`src/rtl/lcd_pkg.sv`:
```
// Shared definitions for the LCD PHY arbiter: FSM state encoding and port indices.
package lcd_pkg;

  localparam int DATA_W = 8;

  localparam logic [1:0] IDLE       = 2'd0;
  localparam logic [1:0] GRANT      = 2'd1;
  localparam logic [1:0] WAIT_FMARK = 2'd2;

  typedef enum logic [1:0] {
    ST_IDLE       = IDLE,
    ST_GRANT      = GRANT,
    ST_WAIT_FMARK = WAIT_FMARK
  } arb_state_t;

  localparam logic PORT0 = 1'b0;
  localparam logic PORT1 = 1'b1;

  function automatic logic [1:0] port_onehot(input logic port);
    return port ? 2'b10 : 2'b01;
  endfunction

endpackage

```
`src/rtl/lcd_phy_arb_wdog.sv`:
```
// Saturating idle counter; expire fires on the cycle whose increment would reach TIMEOUT.
module lcd_phy_arb_wdog #(
  parameter int TIMEOUT = 64
) (
  input  logic clk,
  input  logic rst,
  input  logic clr,
  input  logic en,
  output logic expire
);

  localparam int CW = (TIMEOUT > 0) ? $clog2(TIMEOUT + 1) : 1;
  localparam logic [CW-1:0] LIMIT    = CW'(TIMEOUT);
  localparam logic [CW-1:0] LIMIT_M1 = CW'(TIMEOUT - 1);

  logic [CW-1:0] cnt;

  always_ff @(posedge clk) begin
    if (rst || clr) begin
      cnt <= '0;
    end else if (en && (cnt != LIMIT)) begin
      cnt <= cnt + CW'(1);
    end
  end

  generate
    if (TIMEOUT > 0) begin : g_on
      assign expire = en && !clr && (cnt >= LIMIT_M1);
    end else begin : g_off
      logic unused_cnt;
      assign unused_cnt = ^cnt;
      assign expire     = 1'b0;
    end
  endgenerate

endmodule

```
`src/rtl/lcd_phy_arb.sv`:
```
// Round-robin, transaction-granular arbiter of two byte sources onto one lcd_phy_raw port.
// Optional frame-mark alignment of transaction start: define LCD_PHY_ARB_FMARK_EN.
module lcd_phy_arb
  import lcd_pkg::*;
#(
  parameter int TIMEOUT = 64
) (
  input  logic              clk,
  input  logic              rst,
  input  logic [DATA_W-1:0] r0_data,
  input  logic              r0_rs,
  input  logic              r0_valid,
  input  logic              r0_last,
  input  logic              r0_sync,
  output logic              r0_ready,
  input  logic [DATA_W-1:0] r1_data,
  input  logic              r1_rs,
  input  logic              r1_valid,
  input  logic              r1_last,
  input  logic              r1_sync,
  output logic              r1_ready,
  output logic [DATA_W-1:0] phy_data,
  output logic              phy_rs,
  output logic              phy_valid,
  input  logic              phy_ready,
  input  logic              phy_fmark_stb,
  output logic [1:0]        grant,
  output logic              busy,
  output logic              timeout_stb
);

  arb_state_t state, state_nx;
  logic [1:0] grant_nx;
  logic       prio, prio_nx;  // index of the port that wins a tie
  logic       stb_nx;
  logic       pick;
  logic       active, sel, gvalid, glast, xfer;
  logic       wd_clr, wd_en, expire;

  assign active = (state == ST_GRANT);
  assign sel    = grant[1];
  assign gvalid = sel ? r1_valid : r0_valid;
  assign glast  = sel ? r1_last  : r0_last;

  // Passthrough is gated outside GRANT so the PHY never sees stale bytes.
  assign phy_valid = active & gvalid;
  assign phy_data  = active ? (sel ? r1_data : r0_data) : '0;
  assign phy_rs    = active & (sel ? r1_rs : r0_rs);
  assign r0_ready  = active & grant[0] & phy_ready;
  assign r1_ready  = active & grant[1] & phy_ready;
  assign xfer      = phy_valid & phy_ready;

  assign wd_clr = (state == ST_IDLE) | (active & gvalid);
  assign wd_en  = active;

  lcd_phy_arb_wdog #(
    .TIMEOUT (TIMEOUT)
  ) u_wdog (
    .clk    (clk),
    .rst    (rst),
    .clr    (wd_clr),
    .en     (wd_en),
    .expire (expire)
  );

  always_comb begin
    pick = PORT0;
    if (r0_valid && r1_valid) begin
      pick = prio;
    end else if (r1_valid) begin
      pick = PORT1;
    end
  end

`ifdef LCD_PHY_ARB_FMARK_EN
  logic pick_sync;
  assign pick_sync = (pick == PORT1) ? r1_sync : r0_sync;
`else
  logic unused_fmark;
  assign unused_fmark = ^{r0_sync, r1_sync, phy_fmark_stb};
`endif

  always_comb begin
    state_nx = state;
    grant_nx = grant;
    prio_nx  = prio;
    stb_nx   = 1'b0;
    case (state)
      ST_IDLE: begin
        if (r0_valid || r1_valid) begin
          grant_nx = port_onehot(pick);
          prio_nx  = ~pick;
`ifdef LCD_PHY_ARB_FMARK_EN
          state_nx = pick_sync ? ST_WAIT_FMARK : ST_GRANT;
`else
          state_nx = ST_GRANT;
`endif
        end
      end
`ifdef LCD_PHY_ARB_FMARK_EN
      ST_WAIT_FMARK: begin
        if (phy_fmark_stb) begin
          state_nx = ST_GRANT;
        end
      end
`endif
      ST_GRANT: begin
        // A last transfer always clears the watchdog, so the two never coincide.
        if (xfer && glast) begin
          state_nx = ST_IDLE;
          grant_nx = '0;
        end else if (expire) begin
          state_nx = ST_IDLE;
          grant_nx = '0;
          stb_nx   = 1'b1;
        end
      end
      default: begin
        state_nx = ST_IDLE;
        grant_nx = '0;
      end
    endcase
  end

  always_ff @(posedge clk) begin
    if (rst) begin
      state       <= ST_IDLE;
      grant       <= '0;
      prio        <= PORT0;
      busy        <= 1'b0;
      timeout_stb <= 1'b0;
    end else begin
      state       <= state_nx;
      grant       <= grant_nx;
      prio        <= prio_nx;
      busy        <= (state_nx != ST_IDLE);
      timeout_stb <= stb_nx;
    end
  end

endmodule

```
`config.mk`:
```
export PLATFORM = sky130hd
export DESIGN_NAME = lcd_phy_arb
export DESIGN_NICKNAME = d
export VERILOG_FILES = /design/src/rtl/lcd_pkg.sv /design/src/rtl/lcd_phy_arb_wdog.sv /design/src/rtl/lcd_phy_arb.sv
export SDC_FILE = /design/constraint.sdc
export NUM_CORES = 1
export LEC_CHECK = 0
export ABC_AREA = 0
export ABC_CLOCK_PERIOD_IN_PS = 2000
export BUFFER_PORTS_ARGS = -buffer_cell sky130_fd_sc_hd__buf_2
export CORE_MARGIN = 5
export CORE_UTILIZATION = 44
export CTS_CLUSTER_DIAMETER = 50
export CTS_CLUSTER_SIZE = 28
export DETAILED_ROUTE_END_ITERATION = 16
export PLACE_DENSITY_LB_ADDON = 0.08
export SYNTH_ARGS = -nofsm -noshare
export SYNTH_HDL_FRONTEND = slang
export SYNTH_HIERARCHICAL = 1
export SYNTH_SLANG_ARGS = --single-unit
```
`constraint.sdc`:
```
create_clock -name clk -period 2 [get_ports clk]
set_input_delay 0.4 -clock clk [delete_from_list [all_inputs] [get_ports clk]]
set_output_delay 0.4 -clock clk [all_outputs]
set_load 0.02 [all_outputs]
```
==> impl_results.md <==
- Status: finished, final reports clean
- ANT cells: 0
- R2r setup slk: 0.36 ns
- Dpl ws: 0.262 ns
- Post-cts sizing count: 0
- Avg Inst Size Synth: 8.38 sq um
- Max cap viols: 0
- Post-synthesis cell type count: 33
- Full die area: 0.00302 sq mm
- Min Tclk post-route: 1.70 ns
- Register Area: 280 sq um
- Fin crit share: 85.0%
- Max Clock Freq: 0.588 GHz
- WP depth: 4
- Origin of the worst setup path: state[0]
- NumNets Final: 180
- Reg clk slew, reported paths: 0.08 ns
- Sequential share of power: 52.7%
- Core area: 0.00194 sq mm
- Critical Path AT: 1.30 ns
- Net Switching: 0.151 mW
- Routability Congestion: 0.821
- DR vias: 860
- CP max-delay cell: dfxtp_1
- DRT Pass-1 Iters: 4
- Fin Clk Skew: 0.000512 ns
- CTS tree: yes
- Clk pwr share: 28.5%
- VDD IR max: 0.317 mV
- Synth warn: 6
- Routed wl met3: 197 um
- Util after Layout: 58.4%
- Syn nets: 136
- Reg2reg start: u_wdog/cnt[0]
- Combinational Power Share: 18.9%
- Die width: 54.9 um
- Total clock sinks: 14
- Vias per cell: 4.91
- Routed Antenna Nets: 0
- Largest cells by area after synthesis: dfxtp_1, mux2i_1, nor2_1
- Die height: 54.9 um
- Lkg Pwr: 0.508 nW
- Final setup vio count: 0
- Setup crit end kind: primary output
- Worst reg2reg endpoint: grant[1]
- Worst-path cell chain: nand2b_1, buf_4, nor2_1, buf_2
- RSZ-0062 raised after global routing: false
- CTS root buf: clkbuf_4
- Hold violation count in the final report: 0
- Drt drc: 0
- Initial DRC Count: 11
- Top layer in use: met4
- # Post-CTS Setup Buffers: 0
- Num CTS Buffers: 3
- Layout area overhead: 27.6%
- PwrDens: 489 mW/mm^2
- Cells on worst reg2reg path: 7
- GRT Util Overall: 14.4%
- Top Ports: 44
- Starting Density: 45.7%
- Setup TNS: 0 ns
- Clk_lat worst skew: 0.28 ns
- PnR Total Power: 0.555 mW
- Post-synthesis instance total: 106
- Max Slew Vio Count: 0
- CP max FO: 11
- Total Wirelength: 2050 um
- Largest net degree at the start of global routing: 15
- Worst setup path endpoint: phy_data[2]
- Req. time, crit path: 1.60 ns
- Area of the mapped netlist: 888 sq um
- Site Rows: 16
- Hold/Removal Path Class: input pin to flip-flop
- H-tree depth: 1
- GR Overflow Total: 0
- # fillers: 202
- Initial antenna violation count: 0
- Bufs and invs on worst path: 2
- Metal1 wirelength: 969 um
- First-pass GRT wire length: 3080 um
- Seq/Total Area, Yosys: 31.5%
- DR WL met2: 844 um
- Min setup slack post-route: 0.300 ns
- DR WL/cell: 11.7 um
- Synth top area share: 31.5%
- DP Wirelength: 1640 um
- PortBufs: 40
- Cell taking the most area after synthesis: dfxtp_1
- CTS max path bufs: 2
- Max incr delay on CP: 0.44 ns
- Net Sw Frac: 27.2%
- Fraction of layout cells with a size suffix above 1: 35.8%
- Cell Int Power: 0.404 mW
- Vias in the first global route: 734
- Crit path max-delay family: flip-flops
- WS Path Type: flip-flop to primary output
- Multi-input logic area: 563 sq um
- Crit path launch type: flip-flop
- Cts hold-fix bufs: 0
- Synth Register Bits: 14
-- power by group through the flow --
stage	clock, mW	sequential (mW)	combinational [mW]
2_1_floorplan	0	0.301	0.0583
3_5_place_dp	0	0.299	0.105
3_3_place_gp	0	0.299	0.103
4_1_cts	0.166	0.292	0.106
6_report	0.158	0.292	0.105
5_1_grt	0.179	0.294	0.118
-- through the flow --
step           std cells  area (sq um)  hold slack, ns
6_report             175          1130           0.351
5_1_grt              175          1130           0.350
4_1_cts              175          1130           0.342
3_5_place_dp         172          1110           0.453
3_3_place_gp         172          1110           0.450
2_1_floorplan        106           888           0.456
-- registers in the layout, summed over array words and instances, names as in the netlist --
| register | flops |
|---|---|
| u_wdog/cnt | 7 |
| state | 2 |
| busy | 1 |
| timeout_stb | 1 |
| grant | 2 |
| prio | 1 |
-- metal layers --
layer,track usage (%),vias to the layer above
li1,-,462
met1,19.2,361
met5,0,-
met4,9.72,0
met3,3.49,3
met2,20.1,34
-- layout make-up --
cell class | count | area share, %
multi-input combinational | 84 | 49.7
clock buffer | 3 | 1.99
sequential | 14 | 24.7
inverter | 5 | 1.66
timing repair buffer | 42 | 19.0
tap | 27 | 2.98
-- logic make-up after synthesis --
family	count (synthesis)	synth area share, %
compound gates	18	14.5
xor+xnor	2	1.97
fa+ha+maj	2	2.82
buf+inv	8	5.07
flops	14	31.5
mux	12	13.5
other cells	1	0.422
simple gates	49	30.1
-- cells in the mapped netlist (all sizes together) --
| master | count |
|---|---|
| xor2 | 2 |
| buf | 3 |
| nor2 | 16 |
| nor4b | 1 |
| o211ai | 1 |
| nor3b | 1 |
| inv | 5 |
| or3 | 2 |
| or2 | 1 |
| a21oi | 6 |
| and3 | 2 |
| mux2i | 12 |
| ha | 2 |
| dfxtp | 14 |
| nand4b | 1 |
| nand2 | 10 |
| nand3 | 5 |
| nor2b | 1 |
| o21ai | 4 |
| a311o | 1 |
| and2b | 1 |
| nor3 | 2 |
| a41oi | 1 |
| a311oi | 1 |
| nand4 | 4 |
| conb | 1 |
| nand2b | 2 |
| a21boi | 2 |
| o21bai | 2 |
-- cell usage in the layout (no fill, tap or decap), drive strengths merged, types with 3 or more instances in the layout --
cell type | synthesis | final
nand3 | 5 | 5
clkbuf | 0 | 3
inv | 5 | 5
nand2 | 10 | 10
dfxtp | 14 | 14
o21ai | 4 | 4
mux2i | 12 | 12
a21oi | 6 | 6
buf | 3 | 42
nor2 | 16 | 16
nand4 | 4 | 4
-- worst reg2reg max path, stage by stage (launching register included) --
cell	delay, ns
dfxtp_1	0.42
ha_1	0.23
a21oi_1	0.05
o21bai_1	0.12
nor3b_1	0.22
and2b_1	0.23
o211ai_2	0.18
o21ai_1	0.08
-- worst min path at each step --
stage                  end  startpoint  depth (start not counted)  slack, ns
2_1_floorplan         prio        prio                          1       0.46
4_1_cts        timeout_stb         rst                          2       0.34
5_1_grt        timeout_stb         rst                          2       0.35
3_3_place_gp      grant[0]    grant[0]                          2       0.45
6_report              prio         rst                          2       0.35
3_5_place_dp      grant[0]    grant[0]                          2       0.45
No activity file was read; power rests on OpenSTA's default activity.
